**src/rtl/led_activity_monitor.sv**
```systemverilog
// Activity monitor for a small CPU core: decodes executed instructions into five
// channels and shows sticky flags, stretched pulses, live debug or ALU result on LEDs.
module led_activity_monitor #(
    parameter int N_LEDS      = 8,
    parameter int HB_DIV      = 25000000,
    parameter int STRETCH_CYC = 4000000
) (
    input  logic              clk,
    input  logic              reset_n,
    input  logic [31:0]       Instr,
    input  logic [2:0]        ALUControl,
    input  logic [31:0]       ALUResult,
    input  logic              RegWrite,
    input  logic [1:0]        mode,
    input  logic              clear_flags,
    output logic [N_LEDS-1:0] LED
);

    localparam int N_CH = 5;
    localparam int CW   = $clog2(STRETCH_CYC + 1);
    localparam int HW   = (HB_DIV > 1) ? $clog2(HB_DIV) : 1;

    localparam logic [CW-1:0] STRETCH_LOAD = CW'(STRETCH_CYC);
    localparam logic [HW-1:0] HB_LAST      = HW'(HB_DIV - 1);

    logic [N_CH-1:0]   ev;
    logic [N_CH-1:0]   flags_q;
    logic [N_CH-1:0]   pulse;
    logic [CW-1:0]     stretch_cnt [N_CH];
    logic [HW-1:0]     hb_cnt;
    logic              hb_q;
    logic [N_LEDS-2:0] result_q;
    logic [1:0]        mode_q;
    logic [N_LEDS-1:0] led_d;
    logic              unused_bits;

    assign unused_bits = ^{Instr[31:28], Instr[25], Instr[20:0], ALUResult[31:N_LEDS-1]};

    // MOV (data-processing, opcode 1101) overrides the ALU-op channels.
    always_comb begin
        ev = '0;
        if (RegWrite) begin
            if (Instr[27:26] == 2'b00 && Instr[24:21] == 4'b1101) begin
                ev[3] = 1'b1;
            end else begin
                case (ALUControl)
                    3'b000:  ev[0] = 1'b1;
                    3'b001:  ev[1] = 1'b1;
                    3'b100:  ev[2] = 1'b1;
                    default: ev[4] = 1'b1;
                endcase
            end
        end
    end

    always_ff @(posedge clk or negedge reset_n) begin
        if (!reset_n) begin
            flags_q <= '0;
        end else if (clear_flags) begin
            flags_q <= ev;
        end else begin
            flags_q <= flags_q | ev;
        end
    end

    // A re-fire reloads rather than accumulates.
    always_ff @(posedge clk or negedge reset_n) begin
        if (!reset_n) begin
            for (int i = 0; i < N_CH; i++) stretch_cnt[i] <= '0;
        end else begin
            for (int i = 0; i < N_CH; i++) begin
                if (ev[i]) begin
                    stretch_cnt[i] <= STRETCH_LOAD;
                end else if (stretch_cnt[i] != '0) begin
                    stretch_cnt[i] <= stretch_cnt[i] - 1'b1;
                end
            end
        end
    end

    always_comb begin
        for (int i = 0; i < N_CH; i++) pulse[i] = (stretch_cnt[i] != '0);
    end

    always_ff @(posedge clk or negedge reset_n) begin
        if (!reset_n) begin
            hb_cnt <= '0;
            hb_q   <= 1'b0;
        end else if (hb_cnt == HB_LAST) begin
            hb_cnt <= '0;
            hb_q   <= ~hb_q;
        end else begin
            hb_cnt <= hb_cnt + 1'b1;
        end
    end

    always_ff @(posedge clk or negedge reset_n) begin
        if (!reset_n) begin
            result_q <= '0;
            mode_q   <= 2'b00;
        end else begin
            mode_q <= mode;
            if (RegWrite) result_q <= ALUResult[N_LEDS-2:0];
        end
    end

    // Debug mode is the only view that passes inputs straight through.
    always_comb begin
        led_d = '0;
        case (mode_q)
            2'b00:   led_d[4:0] = flags_q;
            2'b01:   led_d[4:0] = pulse;
            2'b10:   led_d[4:0] = {(Instr[27:26] == 2'b00), ALUControl, RegWrite};
            default: led_d[N_LEDS-2:0] = result_q;
        endcase
        led_d[N_LEDS-1] = hb_q;
    end

    assign LED = led_d;

endmodule
```
**config.mk**
```make
export PLATFORM = sky130hd
export DESIGN_NAME = led_activity_monitor
export DESIGN_NICKNAME = d
export VERILOG_FILES = /design/src/rtl/led_activity_monitor.sv
export SDC_FILE = /design/constraint.sdc
export NUM_CORES = 1
export LEC_CHECK = 0
export CORE_MARGIN = 1
export CORE_UTILIZATION = 50
export DETAILED_ROUTE_END_ITERATION = 10
export PLACE_DENSITY = 0.73
export SYNTH_ARGS = -nofsm -noshare
export SYNTH_HDL_FRONTEND = slang
export SYNTH_SLANG_ARGS = --single-unit
```
**constraint.sdc**
```tcl
create_clock -name clk -period 3.1 [get_ports clk]
set_input_delay 0.62 -clock clk [delete_from_list [all_inputs] [get_ports clk]]
set_output_delay 0.62 -clock clk [all_outputs]
set_load 0.01 [all_outputs]
```
Word level (Yosys, flattened, before mapping):

Cells that the tools add are included.

* bits in registers: 150
* output and inout bits: 8
* logic and storage cells: 62

* add/subtract/negate cells: 6
* eq/ne operators: 6
* muxes and demuxes: 22
* bitwise operators: 2
* reductions and logical operators: 16

Operators by type and width (count)
* $mux W22: 10
* $reduce_bool A22 Y1: 5
* $sub A22 B1 Y22 const B: 5
* $add A25 B1 Y25 const B: 1
* $eq A25 B25 Y1 const B: 1
* $mux W25: 1
* $pmux W5 S3: 1
* $mux W5: 2
* $reduce_bool A2 Y1: 5
* $mux W1: 6
* $reduce_or A3 Y1: 2
* $or A5 B5 Y5: 1
* $eq A4 B4 Y1 const B: 1
* $logic_not A2 Y1: 2
* $eq A3 B1 Y1 const B: 1
* $eq A3 B3 Y1 const B: 1
* $logic_not A3 Y1: 1
* $mux W3: 1
* $eq A2 B1 Y1 const B: 1
* $eq A2 B2 Y1 const B: 1
* $mux W2: 1
* $logic_and A1 B1 Y1: 1
* $not A1 Y1: 1

Depth between registers and ports, before layout:

Gate-level depths: netlist of the first run.

* depth in word-level cells: 7
* mapped depth: 8
* mapped depth without buffers: 7

Least setup slack after synthesis of the first run:

Ideal clock, no wire load.

* kind: register to output
* start point: register stretch_cnt[60] (netlist bit)
* end point: output port LED[2]
* data arrival time: 2523 ps
* path slack: -43 ps
* cell stages (with the launch flop): 7
* cell sequence: dfrtp_1 > or4_4 > or4b_1 > buf_2 > or3_1 > buf_2 > mux4_2

* cells in the longest elaborated chain, start to end: 2

RTL lines
* start: declaration: RTL line 29 `logic [CW-1:0] stretch_cnt [N_CH];`
* start signal: indexed assignment: RTL line 75 `stretch_cnt[i] <= stretch_cnt[i] - 1'b1;`
* $reduce_bool A22 Y1: RTL line 82 `for (int i = 0; i < N_CH; i++) pulse[i] = (stretch_cnt[i] != '0);`
* $pmux W5 S3: RTL line 110 `case (mode_q)`
* end: declaration: RTL line 16 `output logic [N_LEDS-1:0] LED`

No other way between the ends.

Worst setup path after layout of the first run:

* start point: register stretch_cnt[63] (netlist bit)
* end point: output port LED[2]

The elaborated chain is that of the path after synthesis.

==> results.md, run 1 <==
* Dpl hpwl at 12200 µm
* Post-Synthesis Cell Area at 7830 µm²
* RR Endpoint: stretch_cnt[109]$_DFFE_PN0P_
* CTS tree: yes
* Fin. Hold Viols at 0
* Netlist cell types at 58
* TritonCTS buffer count at 17
* Kind of critical path: reg -> out
* Vias at 6570
* Layout area overhead at 22.1%
* # rows at 45
* Switching pwr at 2.09 mW
* Placed insts at 1068
* Violated checks: setup timing
* RSZ-0062 raised after global routing: true
* CTS max path bufs at 2
* Startpoint types: register
* Iter 0 DRT Violations at 446
* Starting density of the core at 51.3%
* Post-Syn Instances at 801
* Clk network pwr share at 34.4%
* Routability Congestion at 0.862
* Max frequency at 289 MHz
* Avg Inst Size Synth at 9.77 µm²
* Final Core Density at 62.6%
* Clock sink total at 150
* Routed WL at 18100 µm
* Clk_lat worst skew at 0.42 ns
* Share of cells above drive strength 1 at 16.9%
* Vias in the first global route at 6436
* Wire length per cell at 16.4 µm
* Register Area at 3760 µm²
* GRT Overall Usage at 23.6%
* Die Area at 16200 µm²
* Synthesized flop and latch total at 150
* Final ANT Viol Nets at 0
* Core region area at 15300 µm²
* Pre-Repair DR Iteration Count at 5
* Multi-input logic area at 4080 µm²
* Reg2Reg Setup Slack at 0.33 ns
* Post-route insts no fill at 1107
* Boundary Pins at 81
* DIE HEIGHT at 127 µm
* FF-to-FF path depth at 6
* Commonest non-fill, non-tap cell in the layout: dfrtp_1
* Async SR Flop Fraction at 100%
* Sw Share at 31.6%
* Worst slew margin at 45.6%
* Lkg Pwr at 3.75 nW
* Worst Path Max Fanout at 2
* CTS clock-pin slew for the worst setup and hold paths at 0.06 ns
* Internal at 4.52 mW
* First-pass GRT wire length at 30400 µm
* Critical Path RT at 2.48 ns
* Initial antenna violation count at 0
* Diodes inserted at 0
* Pin count of the biggest net entering global routing at 80
* H-tree levels at 4
* Final period util at 112%
* Pin slew with the least headroom to its limit at 0.814 ns
* Slew Limit Fails at 0
* Sequential Power Share at 41.8%
* Reg2reg start: stretch_cnt[91]$_DFFE_PN0P_
* Hold-fix buffers, CTS at 0
* Crit path DAT at 2.84 ns
* Yosys Warn Count at 0
* Sequential-to-total area share from yosys stat at 48.0%
* Min cycle time layout at 3.46 ns
* Power density over the cells at 692 nW/µm²
* Primary FF master, synth: dfrtp_1
* Peak supply drop at 423 µV
* Clock Skews at 0.0111 ns
* DIE WIDTH at 127 µm
* Buffers on Ports at 29
* DR vias/cell at 5.93
* Fillers at 1196
* # DRC at 0
* Grt total ovfl at 0
* Nets at 966
* Fin Hold WS at 0.194 ns
* Final setup fails at 1
* Root buf cell: clkbuf_16
* Syn nets at 884
* Hold crit path type: in -> async
* Maxcap violations at 0
* Crit end category: primary output
* EDFF count, synth at 0
* Combinational power share at 23.8%
* Commonest non-fill, non-tap cells in the layout: 146 x dfrtp_1, 82 x nor2_1, 59 x buf_4, 58 x nand2_1, 38 x xor2_1
* Final worst slack at -0.364 ns
* Status: finished with violations
==> routing by layer <==
layer  routed length (µm)  vias to the layer above  track usage [%]
li1                     -                     3111                -
met1                 7990                     3263             30.0
met2                 9100                      166             40.3
met3                  672                       30             3.94
met4                  370                        0             9.45
met5                    0                        -                0
==> synth_stat cells (all sizes together), types with 4 or more instances <==
cell | n | area, µm²
inv | 20 | 75.1
o21a | 7 | 52.6
nand2 | 58 | 218
mux4 | 4 | 90.1
o31a | 6 | 52.6
nor4 | 33 | 206
xor2 | 38 | 333
mux2 | 7 | 78.8
nand4 | 17 | 106
nor2b | 5 | 31.3
a21oi | 29 | 145
nand2b | 11 | 68.8
nor3 | 22 | 110
o211ai | 15 | 113
or4 | 24 | 184
o31ai | 15 | 118
or3b | 4 | 35.0
nor3b | 5 | 37.5
and4 | 7 | 61.3
nand3 | 34 | 170
ha | 10 | 125
and3 | 9 | 56.3
or4b | 5 | 50.1
clkbuf | 21 | 78.8
nand3b | 6 | 45.0
buf | 4 | 21.3
a2111oi | 4 | 35.0
a21o | 4 | 30.0
o21ai | 34 | 170
and2 | 8 | 50.1
xnor2 | 34 | 298
or3 | 24 | 150
dfrtp | 150 | 3750
a211oi | 10 | 75.1
mux2i | 4 | 40.0
nor2 | 83 | 312
or2 | 7 | 43.8
==> timing repair <==
action / CTS / global route
pin swaps: 3 / 2
endpoints found under the setup margin: 5 / 5
gates cloned: 0 / 0
resized for setup: 27 / 16
setup buffers: 5 / 2
==> worst max-delay path by stage <==
stage / start / endpoint / depth (start not counted)
finish: stretch_cnt[63]$_DFFE_PN0P_ / LED[2] / 5
global route: stretch_cnt[63]$_DFFE_PN0P_ / LED[2] / 5
CTS: stretch_cnt[63]$_DFFE_PN0P_ / LED[2] / 5
detailed placement: stretch_cnt[63]$_DFFE_PN0P_ / LED[2] / 5
global placement: stretch_cnt[63]$_DFFE_PN0P_ / LED[2] / 5
floorplan: stretch_cnt[61]$_DFFE_PN0P_ / LED[2] / 6
==> worst max-delay path, stage by stage (launching register included) <==
cell	delay [ns]
dfrtp_1	0.37
or4_4	0.55
or4b_4	0.50
or3_4	0.39
mux4_2	0.47
buf_6	0.14
==> kinds of logic after synthesis <==
family	count (synthesis)	synth area share, %
adder cells (fa/ha/maj)	10	1.60
buffers and inverters	45	2.24
AND/OR/NAND/NOR	368	25.5
XOR/XNOR	72	8.06
multiplexers	15	2.67
flip-flops	150	48.0
AO/OA/AOI/OAI	141	12.0
==> sequential cells by signal, indices dropped and copies added, names as in the netlist <==
| name | cells |
|---|---|
| result_q | 7 |
| mode_q | 2 |
| flags_q | 5 |
| hb_q | 1 |
| stretch_cnt | 110 |
| hb_cnt | 25 |
==> metrics by stage <==
step	power (mW)	setup WS [ns]	TNS, ns	cell area [µm²]
after floorplan	3.67	0.000780	0	7830
after global placement	4.10	-0.269	-0.269	8690
after detailed placement	4.20	-0.286	-0.286	8690
after CTS	6.57	-0.378	-0.378	9470
after global routing	6.96	-0.405	-0.421	9560
final	6.61	-0.364	-0.364	9560
==> power by group through the flow <==
stage / Combinational (mW) / Clock (mW) / Sequential, mW
6_report: 1.58 / 2.27 / 2.76
5_1_grt: 1.77 / 2.37 / 2.82
4_1_cts: 1.54 / 2.30 / 2.73
3_5_place_dp: 1.47 / 0 / 2.73
3_3_place_gp: 1.39 / 0 / 2.71
2_1_floorplan: 1.02 / 0 / 2.65
==> area by class of cell <==
cell class	count	share of cell area [%]
Inverter	20	0.785
Tap cell	211	2.76
Sequential cell	150	39.3
Clock buffer	17	4.45
Multi-Input combinational cell	606	42.7
Clock inverter	15	2.38
Timing Repair Buffer	88	7.61
(Power assumes the default switching activity.)
==> run 2: changes to the inputs <==
ABC_AREA = 1   (was default)
DONT_BUFFER_PORTS = 1   (was default)
PLACE_DENSITY = 0.67   (was 0.73)
==> results.md, run 2 <==
* Crit end category: primary output (unchanged)
* Pin count of the biggest net entering global routing at 151 (was 80)
* Sequential-to-total area share from yosys stat at 40.7% (was 48.0%)
* Die Area at 19000 µm² (was 16200 µm²)
* Nets at 1402 (was 966)
* Vias at 8093 (was 6570)
* Initial antenna violation count at 1 (was 0)
* Syn nets at 1393 (was 884)
* DR vias/cell at 5.18 (was 5.93)
* Area leader, netlist: dfrtp_1 (unchanged)
* Clock Skews at 0.0119 ns (was 0.0111 ns)
* Netlist cell types at 40 (was 58)
* Slowest stage cell, crit path: dfrtp_1 (was or4_4)
* Commonest non-fill, non-tap cells in the layout: 302 x nand2_1, 265 x nor2_1, 180 x inv_1, 156 x nand3_1, 150 x dfrtp_1 (was 146 x dfrtp_1, 82 x nor2_1, 59 x buf_4, 58 x nand2_1, 38 x xor2_1)
* Yosys Warn Count at 0 (unchanged)
* Diodes inserted at 0 (unchanged)
* Fin. Hold Viols at 150 (was 0)
* Post-CTS setup buffers at 0 (was 5)
* Post-Synthesis Cell Area at 9220 µm² (was 7830 µm²)
* Post-Syn Instances at 1310 (was 801)
* Status: finished with violations (unchanged)
* Final period util at 88.9% (was 112%)
* PostCTS Resize Cnt at 0 (was 27)
* Starting density of the core at 51.2% (was 51.3%)
* Max FFs per register at 110 (unchanged)
* DIE HEIGHT at 138 µm (was 127 µm)
* Wire length per cell at 13.2 µm (was 16.4 µm)
* Synth cell count leaders: 302 x nand2_1, 265 x nor2_1, 180 x inv_1 (was 150 x dfrtp_1, 83 x nor2_1, 58 x nand2_1)
* Primary FF master, synth: dfrtp_1 (unchanged)
* Power density over the cells at 649 nW/µm² (was 692 nW/µm²)
* Synthesized flop and latch total at 150 (unchanged)
* Worst Path Max Fanout at 5 (was 2)
* Routed WL at 20600 µm (was 18100 µm)
* Post-DP Area at 9440 µm² (was 8690 µm²)
* Final setup fails at 0 (was 1)
* CTS max path bufs at 2 (unchanged)
* Reg2Reg Setup Slack at 1.33 ns (was 0.33 ns)
* Pin slew with the least headroom to its limit at 0.589 ns (was 0.814 ns)
* Maxcap violations at 0 (unchanged)
* Setup crit start: stretch_cnt[0]$_DFFE_PN0P_ (was stretch_cnt[63]$_DFFE_PN0P_)
* # rows at 49 (was 45)
* Worst slew margin at 60.6% (was 45.6%)
* Setup TNS at 0 ns (was -0.364 ns)
* H-tree levels at 4 (unchanged)
* Final ANT Viol Nets at 0 (unchanged)
* Crit-path cells: inv_1 > ha_1 > nand2_2 > nor2_1 > nand3_1 > nand2_1 > nand4_1 (was or4_4 > or4b_4 > or3_4 > mux4_2 > buf_6)
* Design Area, Final at 10100 µm² (was 9560 µm²)
* Avg Inst Size Synth at 7.04 µm² (was 9.77 µm²)
* Final Core Density at 56.0% (was 62.6%)
* Layout area overhead at 9.50% (was 22.1%)
* CTS clock-pin slew for the worst setup and hold paths at 0.07 ns (was 0.06 ns)
* Dpl hpwl at 14800 µm (was 12200 µm)
* Lkg Pwr at 5.06 nW (was 3.75 nW)
* Share of cells above drive strength 1 at 7.51% (was 16.9%)
* Top cells by area, synth: dfrtp_1 41%, nand2_1 12%, nor2_1 11% (was dfrtp_1 48%, xor2_1 4.3%, nor2_1 4.0%)
* Slew Limit Fails at 0 (unchanged)
* Crit path DAT at 2.14 ns (was 2.84 ns)
* Violated checks: hold timing (was setup timing)
* Top reg by flops: stretch_cnt (unchanged)
* Iter 0 DRT Violations at 500 (was 446)
* Async SR Flop Fraction at 100% (unchanged)
* Hold crit path type: in -> async (unchanged)
* GRT Overall Usage at 23.5% (was 23.6%)
* Pre-Repair DR Iteration Count at 5 (unchanged)
* # DRC at 0 (unchanged)
* RR Endpoint: stretch_cnt[0]$_DFFE_PN0P_ (was stretch_cnt[109]$_DFFE_PN0P_)
* TritonCTS buffer count at 17 (unchanged)
* Clock sink total at 150 (unchanged)
* Root buf cell: clkbuf_16 (unchanged)
* Commonest non-fill, non-tap cell in the layout: nand2_1 (was dfrtp_1)
* Min cycle time layout at 2.76 ns (was 3.46 ns)
* DIE WIDTH at 138 µm (was 127 µm)
* EDFF count, synth at 0 (unchanged)
* Buffers on Ports at 0 (was 29)
* Clk_lat worst skew at 0.42 ns (about the same)
* Kind of critical path: reg -> out (unchanged)
* Core region area at 18000 µm² (was 15300 µm²)
* Critical Path RT at 2.48 ns (about the same)
* Startpoint types: register (unchanged)
* Vias in the first global route at 7345 (was 6436)
* Fin Hold WS at -0.107 ns (was 0.194 ns)
* Boundary Pins at 81 (unchanged)
* RSZ-0062 raised after global routing: false (was true)
* Peak supply drop at 427 µV (was 423 µV)
* Most numerous cell in the Yosys netlist: nand2_1 (was dfrtp_1)
* Crit-path max cell delay at 0.39 ns (was 0.55 ns)
* Top Registers: stretch_cnt x110, hb_cnt x25, result_q x7 (unchanged)
* Routability Congestion at 0.925 (was 0.862)
* CTS tree: yes (unchanged)
* Max frequency at 363 MHz (was 289 MHz)
* Grt total ovfl at 0 (unchanged)
* Reg2reg start: stretch_cnt[0]$_DFFE_PN0P_ (was stretch_cnt[91]$_DFFE_PN0P_)
* First-pass GRT wire length at 35000 µm (was 30400 µm)
* FF-to-FF path depth at 8 (was 6)
* Post-synth top area share at 40.7% (was 48.0%)
## run 2: changes by cell type after synthesis, moves of 21 or more
cell and change:
inv_1 +160, nand2_1 +244, nand3_1 +122, nor2_1 +182, nor4_1 -33, or3_1 -24
or4_1 -23, xnor2_1 -21
## run 2: worst max-delay path by stage
| stage | end | cells after the start |
|---|---|---|
| global placement | LED[4] | 7 |
| global route | LED[4] | 7 |
| floorplan | LED[4] | 7 |
| detailed placement | LED[4] | 7 |
| finish | LED[4] | 7 |
| CTS | LED[4] | 7 |
## run 2: power by group
group          internal [mW]  total, mW  switching [mW]
Combinational          0.611       1.62            1.01
Sequential              2.30       2.63           0.331
Clock                   1.44       2.30           0.854
Total                   4.36       6.55            2.20
## run 2: logic make-up (layout without fill, tap and decap cells)
| kind of cell | count (synthesis) | in the layout | share of synthesized area, % |
|---|---|---|---|
| muxes | 2 | 2 | 0.217 |
| adders and majority gates | 10 | 10 | 1.36 |
| buffers and inverters | 197 | 219 | 8.44 |
| and+or+nand+nor | 850 | 850 | 41.7 |
| xor gates and xnor gates | 42 | 42 | 3.99 |
| AOI/OAI and AO/OA | 59 | 59 | 3.58 |
| DFF | 150 | 150 | 40.7 |
## run 2: metrics by stage
stage	worst slack (ns)	power, mW	std cells
global route	0.239	6.98	1561
CTS	0.303	6.60	1561
floorplan	1.17	3.94	1310
finish	0.344	6.55	1561
detailed placement	0.835	4.27	1529
global placement	0.900	4.23	1529
## run 2: final cells by class
cell class	instances	area [µm²]
fillers	1718	7930
multi-input cells	963	4690
inverters	184	691
well taps	229	287
repair buffers	3	22.5
clock inverters	14	225
clock buffers	18	429
flip-flops and latches	150	3750
## run 2: critical path, delay by kind of cell (launching register included)
kind	cells	cell delay, ns
DFF	1	0.39
buffers and inverters	1	0.09
adders and majority gates	1	0.29
and+or+nand+nor	5	0.94
## run 2: layer usage
layer	vias up	global-route usage, %	routed length [µm]	part of all wire [%]
met4	2	5.43	172	0.83
li1	4151	-	-	-
met2	163	37.4	9430	46
met1	3759	33.2	10100	49
met3	18	4.49	968	4.7
met5	-	0	17	0.082
